<file path="config.mk">
export PLATFORM = sky130hd
export DESIGN_NAME = hssi_mbox_avmm_bridge
export DESIGN_NICKNAME = d
export VERILOG_FILES = /design/src/rtl/hssi_mbox_pkg.sv /design/src/rtl/hssi_mbox_timer.sv /design/src/rtl/hssi_mbox_avmm_bridge.sv
export SDC_FILE = /design/constraint.sdc
export NUM_CORES = 1
export LEC_CHECK = 0
export CAP_MARGIN = 5
export CORE_MARGIN = 2
export CORE_UTILIZATION = 50
export DETAILED_ROUTE_END_ITERATION = 6
export GPL_TIMING_DRIVEN = 0
export PLACE_DENSITY = 0.76
export SETUP_SLACK_MARGIN = 0.4
export SLEW_MARGIN = 20
export SYNTH_ARGS = -nofsm -noshare
export SYNTH_HDL_FRONTEND = slang
export SYNTH_HIERARCHICAL = 1
export SYNTH_SLANG_ARGS = --single-unit
</file>
<file path="constraint.sdc">
create_clock -name clk -period 9.04 [get_ports clk]
set_clock_uncertainty 0.2 [all_clocks]
set_input_delay 0.904 -clock clk [delete_from_list [all_inputs] [get_ports clk]]
set_output_delay 0.904 -clock clk [all_outputs]
set_load 0.05 [all_outputs]
</file>
<file path="src/rtl/hssi_mbox_pkg.sv">
// Shared definitions for the HE-HSSI traffic-controller mailbox bridge.
// Covers the CSR offsets, command encodings, CMD status bit positions and FSM states.
package hssi_mbox_pkg;

  localparam logic [3:0] MB_CMD_OFFSET     = 4'h0;
  localparam logic [3:0] MB_ADDRESS_OFFSET = 4'h4;
  localparam logic [3:0] MB_RDDATA_OFFSET  = 4'h8;
  localparam logic [3:0] MB_WRDATA_OFFSET  = 4'hC;

  localparam logic [1:0] MB_NOOP = 2'b00;
  localparam logic [1:0] MB_RD   = 2'b01;
  localparam logic [1:0] MB_WR   = 2'b10;
  localparam logic [1:0] MB_BAD  = 2'b11;

  localparam int unsigned MB_ACK_BIT         = 2;
  localparam int unsigned MB_BUSY_BIT        = 3;
  localparam int unsigned MB_TIMEOUT_ERR_BIT = 4;
  localparam int unsigned MB_CMD_ERR_BIT     = 5;

  typedef enum logic [2:0] {
    StIdle,
    StRdReq,
    StRdWait,
    StWrReq,
    StDone
  } t_mbox_state;

  function automatic logic [31:0] mb_cmd_status(input logic ack, input logic busy,
                                                input logic timeout_err, input logic cmd_err);
    logic [31:0] s;
    s                     = '0;
    s[MB_ACK_BIT]         = ack;
    s[MB_BUSY_BIT]        = busy;
    s[MB_TIMEOUT_ERR_BIT] = timeout_err;
    s[MB_CMD_ERR_BIT]     = cmd_err;
    return s;
  endfunction

endpackage

</file>
<file path="src/rtl/hssi_mbox_timer.sv">
// Per-transaction watchdog for the mailbox bridge.
// It clears on command issue, counts while enabled and flags the last allowed cycle.
module hssi_mbox_timer #(
  parameter int unsigned TIMEOUT_CYC = 1024
) (
  input  logic clk,
  input  logic rst_n,
  input  logic clr,
  input  logic en,
  output logic expired
);

  localparam int unsigned CNT_W = (TIMEOUT_CYC > 1) ? $clog2(TIMEOUT_CYC) : 1;
  localparam logic [CNT_W-1:0] LAST = CNT_W'(TIMEOUT_CYC - 1);

  logic [CNT_W-1:0] count_q;

  assign expired = en && (count_q == LAST);

  always_ff @(posedge clk or negedge rst_n) begin
    if (!rst_n) begin
      count_q <= '0;
    end else if (clr) begin
      count_q <= '0;
    end else if (en && !expired) begin
      count_q <= count_q + CNT_W'(1);
    end
  end

endmodule

</file>
<file path="src/rtl/hssi_mbox_avmm_bridge.sv">
// Mailbox responder that turns host CMD/ADDRESS/WRDATA writes into single Avalon-MM
// transactions toward the HE-HSSI traffic controller and exposes the result in RDDATA/CMD.
module hssi_mbox_avmm_bridge
  import hssi_mbox_pkg::*;
#(
  parameter int unsigned AVMM_ADDR_W = 16,
  parameter int unsigned TIMEOUT_CYC = 1024,
  parameter logic [31:0] ERR_RDDATA  = 32'hDEAD_BEEF
) (
  input  logic                   clk,
  input  logic                   rst_n,
  input  logic                   csr_wr,
  input  logic                   csr_rd,
  input  logic [3:0]             csr_addr,
  input  logic [31:0]            csr_wrdata,
  output logic [31:0]            csr_rddata,
  output logic                   csr_rddata_valid,
  output logic [AVMM_ADDR_W-1:0] avmm_address,
  output logic                   avmm_read,
  output logic                   avmm_write,
  output logic [31:0]            avmm_writedata,
  input  logic [31:0]            avmm_readdata,
  input  logic                   avmm_readdatavalid,
  input  logic                   avmm_waitrequest,
  output logic                   busy
);

  t_mbox_state state_q;
  logic [31:0] address_q;
  logic [31:0] wrdata_q;
  logic [31:0] rddata_q;
  logic        ack_q;
  logic        timeout_err_q;
  logic        cmd_err_q;

  logic in_flight;
  logic cmd_accept;
  logic expired;

  assign in_flight  = (state_q == StRdReq) || (state_q == StRdWait) || (state_q == StWrReq);
  assign busy       = in_flight;
  assign cmd_accept = csr_wr && (csr_addr == MB_CMD_OFFSET) && !in_flight;

  hssi_mbox_timer #(
    .TIMEOUT_CYC (TIMEOUT_CYC)
  ) u_timer (
    .clk     (clk),
    .rst_n   (rst_n),
    .clr     (cmd_accept),
    .en      (in_flight),
    .expired (expired)
  );

  // ADDRESS/WRDATA are frozen while a transaction is in flight.
  always_ff @(posedge clk or negedge rst_n) begin
    if (!rst_n) begin
      address_q <= '0;
      wrdata_q  <= '0;
    end else if (csr_wr && !in_flight) begin
      if (csr_addr == MB_ADDRESS_OFFSET) address_q <= csr_wrdata;
      if (csr_addr == MB_WRDATA_OFFSET)  wrdata_q  <= csr_wrdata;
    end
  end

  always_ff @(posedge clk or negedge rst_n) begin
    if (!rst_n) begin
      state_q        <= StIdle;
      avmm_address   <= '0;
      avmm_read      <= 1'b0;
      avmm_write     <= 1'b0;
      avmm_writedata <= '0;
      rddata_q       <= '0;
      ack_q          <= 1'b0;
      timeout_err_q  <= 1'b0;
      cmd_err_q      <= 1'b0;
    end else begin
      unique case (state_q)
        StIdle, StDone: begin
          state_q <= StIdle;
          if (cmd_accept) begin
            ack_q         <= 1'b0;
            timeout_err_q <= 1'b0;
            cmd_err_q     <= 1'b0;
            unique case (csr_wrdata[1:0])
              MB_RD: begin
                avmm_address <= address_q[AVMM_ADDR_W-1:0];
                avmm_read    <= 1'b1;
                state_q      <= StRdReq;
              end
              MB_WR: begin
                avmm_address   <= address_q[AVMM_ADDR_W-1:0];
                avmm_writedata <= wrdata_q;
                avmm_write     <= 1'b1;
                state_q        <= StWrReq;
              end
              MB_BAD: begin
                cmd_err_q <= 1'b1;
                ack_q     <= 1'b1;
              end
              default: ;
            endcase
          end
        end
        StRdReq: begin
          // Completion beats the watchdog when both land in the same cycle.
          if (!avmm_waitrequest && avmm_readdatavalid) begin
            rddata_q  <= avmm_readdata;
            avmm_read <= 1'b0;
            ack_q     <= 1'b1;
            state_q   <= StDone;
          end else if (expired) begin
            rddata_q      <= ERR_RDDATA;
            avmm_read     <= 1'b0;
            timeout_err_q <= 1'b1;
            ack_q         <= 1'b1;
            state_q       <= StDone;
          end else if (!avmm_waitrequest) begin
            avmm_read <= 1'b0;
            state_q   <= StRdWait;
          end
        end
        StRdWait: begin
          if (avmm_readdatavalid) begin
            rddata_q <= avmm_readdata;
            ack_q    <= 1'b1;
            state_q  <= StDone;
          end else if (expired) begin
            rddata_q      <= ERR_RDDATA;
            timeout_err_q <= 1'b1;
            ack_q         <= 1'b1;
            state_q       <= StDone;
          end
        end
        StWrReq: begin
          if (!avmm_waitrequest) begin
            avmm_write <= 1'b0;
            ack_q      <= 1'b1;
            state_q    <= StDone;
          end else if (expired) begin
            avmm_write    <= 1'b0;
            timeout_err_q <= 1'b1;
            ack_q         <= 1'b1;
            state_q       <= StDone;
          end
        end
        default: state_q <= StIdle;
      endcase
    end
  end

  // Reads sample the pre-write register contents, so a same-cycle write is invisible.
  always_ff @(posedge clk or negedge rst_n) begin
    if (!rst_n) begin
      csr_rddata       <= '0;
      csr_rddata_valid <= 1'b0;
    end else begin
      csr_rddata_valid <= csr_rd;
      csr_rddata       <= '0;
      if (csr_rd) begin
        unique case (csr_addr)
          MB_CMD_OFFSET:     csr_rddata <= mb_cmd_status(ack_q, in_flight, timeout_err_q,
                                                         cmd_err_q);
          MB_ADDRESS_OFFSET: csr_rddata <= address_q;
          MB_RDDATA_OFFSET:  csr_rddata <= rddata_q;
          MB_WRDATA_OFFSET:  csr_rddata <= wrdata_q;
          default:           csr_rddata <= '0;
        endcase
      end
    end
  end

endmodule

</file>
==> flow_summary_export.csv <==
group,metric,value,unit
floorplan,core,15900,um2
logic_synthesis,async_reset_ff_frac,1.00,
global_routing,grt_usage,0.243,
clocking,htree_num_levels,4,
clocking,clockBufferDepth,2,
pwr,max-vdd-ir-drop,0.000147,V
logic_synthesis,synth_nets,667,
placed_design,hpwl,14200,um
clocking,cts-root-buf,"clkbuf_16",
critical_path,crit_arrival,3.76,ns
clocking,cts.sinks,195,
logic_synthesis,ys_seq_area_frac,0.599,
floorplan,rows,46,
logic_synthesis,yosys_warnings,6,
timing,finalCritPeriodShare,0.404,
logic_synthesis,synth_top_area_share,0.599,
logic_synthesis,yosysUniqueCellTypes,50,
critical_path,critical_path_class,"reg2reg",
critical_path,worstSetupEndpointType,"flop",
timing,slew_viol_final,0,
logic_synthesis,synth_edf_count,0,
critical_path,crit_path_max_fanout,10,
layout,postLayoutCoreUtil,0.665,
pwr,p_leak,0.00462,uW
routing,dr.pass1.iters,5,
layout,mostFrequentLayoutCell,"dfrtp_1",
timing,slew_headroom,0.518,
global_routing,antenna_found_initial,0,
logic_synthesis,synth_area_leaders,"dfrtp_1 (60%), mux2_2 (18%), a22oi_1 (2.9%)",
placed_design,port_buffers,156,
placed_design,gp_congestion,0.816,
timing,worst_pin_slew,0.724,ns
global_routing,grt_max_degree,87,
floorplan,die_area,17300,um2
min_path,hp-class,"in2async",
logic_synthesis,syn_inst,589,
clocking,cts_hold_buf,0,
layout,nets,844,
floorplan,die_w,132,um
global_routing,grt_first_pass_wirelength,32700,um
clocking,post_cts_buffers,0,
logic_synthesis,yosys_register_bits,195,
routing,vias_per_cell,5.60,
status,status,"completed",
routing,first_iter_violations,347,
routing,dr_total_vias,5562,
logic_synthesis,synth_top_area_cell,"dfrtp_1",
layout,area_growth,29.7,%
flow_run,drv_cap,0,
routing,drt_wl_total,20100,um
placed_design,dpl.cell_count,963,
floorplan,start_util,0.513,
timing,clock.fmax,0.274,GHz
floorplan,die_y,132,um
critical_path,startpoint_type,"flop",
timing,grt_setup_unrepaired,"false",
clocking,cts_buffers,17,
layout,mostFrequentLayoutCells,"dfrtp_1 (195), clkdlybuf4s50_1 (155), mux2_2 (131), nor2_1 (44), a22oi_1 (32)",
logic_synthesis,postSynthAreaPerCell,13.8,um2
global_routing,grt.overflow.total,0,
routing,drc_errors,0,
layout,final_cells,994,
routing,ant_nets,0,
clocking,worstSkewPairLatency,0.42,ns
layout,design_area,10600,um2
timing,setup_viol,0,
timing,fin_crit,3.66,ns
logic_synthesis,synth_flop_cell,"dfrtp_1",
clocking,cts.clk_slew.worst_paths,0.07,ns
global_routing,grt_pass1_vias,6034,
routing,wire_per_inst,20.2,um
critical_path,crit_required,9.15,ns
clocking,cts_resized,0,
floorplan,io_pins,158,
pwr,pwr_density_cell,233,nW/um2
clocking,cts_tree,"yes",
placed_design,postPlaceCellArea,10000,um2
timing,hold_viol,0,
logic_synthesis,synth.cell_area,8150,um2
layout,num_antenna_cells,0,
layout,layout-drive-gt1-share,0.252,
## state kept, by name (all words and copies together), names as in the netlist
name and flops:
u_timer/count_q 10, state_q 3, cmd_err_q 1, rddata_q 32
avmm_write 1, csr_rddata 32, avmm_writedata 32, ack_q 1
timeout_err_q 1, wrdata_q 32, avmm_address 16, address_q 32
avmm_read 1, csr_rddata_valid 1
## cells in the mapped netlist, types with 2 or more instances
master and number:
a211oi_1 5, a21oi_1 9, a222oi_1 2, a22o_1 9, a22oi_1 32, and2_1 3, and3_1 2, and3b_1 2
buf_2 16, buf_4 6, buf_6 2, clkbuf_1 10, dfrtp_1 195, ha_1 4, inv_1 10, mux2_1 14
mux2_2 131, nand2_1 5, nand2b_1 4, nand3_1 8, nand3_4 2, nand4_1 6, nor2_1 44, nor2_4 2
nor2b_1 7, nor3_1 4, nor4_1 2, o21ai_0 6, o22a_1 26
## power by group
group | switching [uW] | total, uW | internal, uW
Sequential | 140 | 1210 | 1070
Clock | 309 | 682 | 374
Combinational | 279 | 566 | 286
## metal layers
layer | part of all wire | track usage
met3 | 0.054 | 0.0567
met2 | 0.51 | 0.417
met1 | 0.41 | 0.303
met5 | 0 | 0
met4 | 0.024 | 0.0857
## final cells by class
cell class,count,area [um2]
plain buffers,35,189
clock buffers,24,482
clock inverters,7,48.8
fillers,1174,5320
inverters,10,37.5
multi-input cells,349,3040
flip-flops and latches,195,4880
well taps,216,270
repair buffers,158,1620
## critical path: stages (launching register included)
cell	delay [ns]
dfrtp_1	0.37
clkbuf_1	0.22
or2_2	0.39
inv_1	0.15
buf_2	0.23
nand2_1	0.12
nor3_1	0.58
nand2b_1	0.26
a21oi_1	0.14
a2111o_1	0.55
a22o_1	0.34
## through the flow
step | power (uW) | setup slack [ns] | hold WS, ns | setup TNS, ns
2_1_floorplan | 1570 | 5.79 | 0.260 | 0
3_3_place_gp | 1750 | -0.792 | 0.269 | -151.16
3_5_place_dp | 1790 | 5.44 | 0.275 | 0
4_1_cts | 2470 | 5.43 | 0.141 | 0
5_1_grt | 2580 | 5.20 | 0.151 | 0
6_report | 2460 | 5.38 | 0.145 | 0
## kinds of logic after synthesis
logic type	share of synthesized area
multiplexers	0.204
AND/OR/NAND/NOR	0.0673
adder cells (fa/ha/maj)	0.00614
flip-flops	0.599
AO/OA/AOI/OAI	0.0963
buffers and inverters	0.0278
## path summary, 6_finish.rpt
path / end / start / cells after the start / slack (ns)
setup / recovery: rddata_q[17] / state_q[2] / 10 / 5.38
hold reg to reg: avmm_address[2] / avmm_address[2] / 1 / 0.29
max in group asynchronous: state_q[0] / rst_n / 2 / 7.77
min in group clk: avmm_address[2] / avmm_address[2] / 1 / 0.29
hold / removal: wrdata_q[20] / rst_n / 1 / 0.14
setup reg to reg: rddata_q[17] / state_q[2] / 10 / 5.38
(Power assumes the default switching activity.)
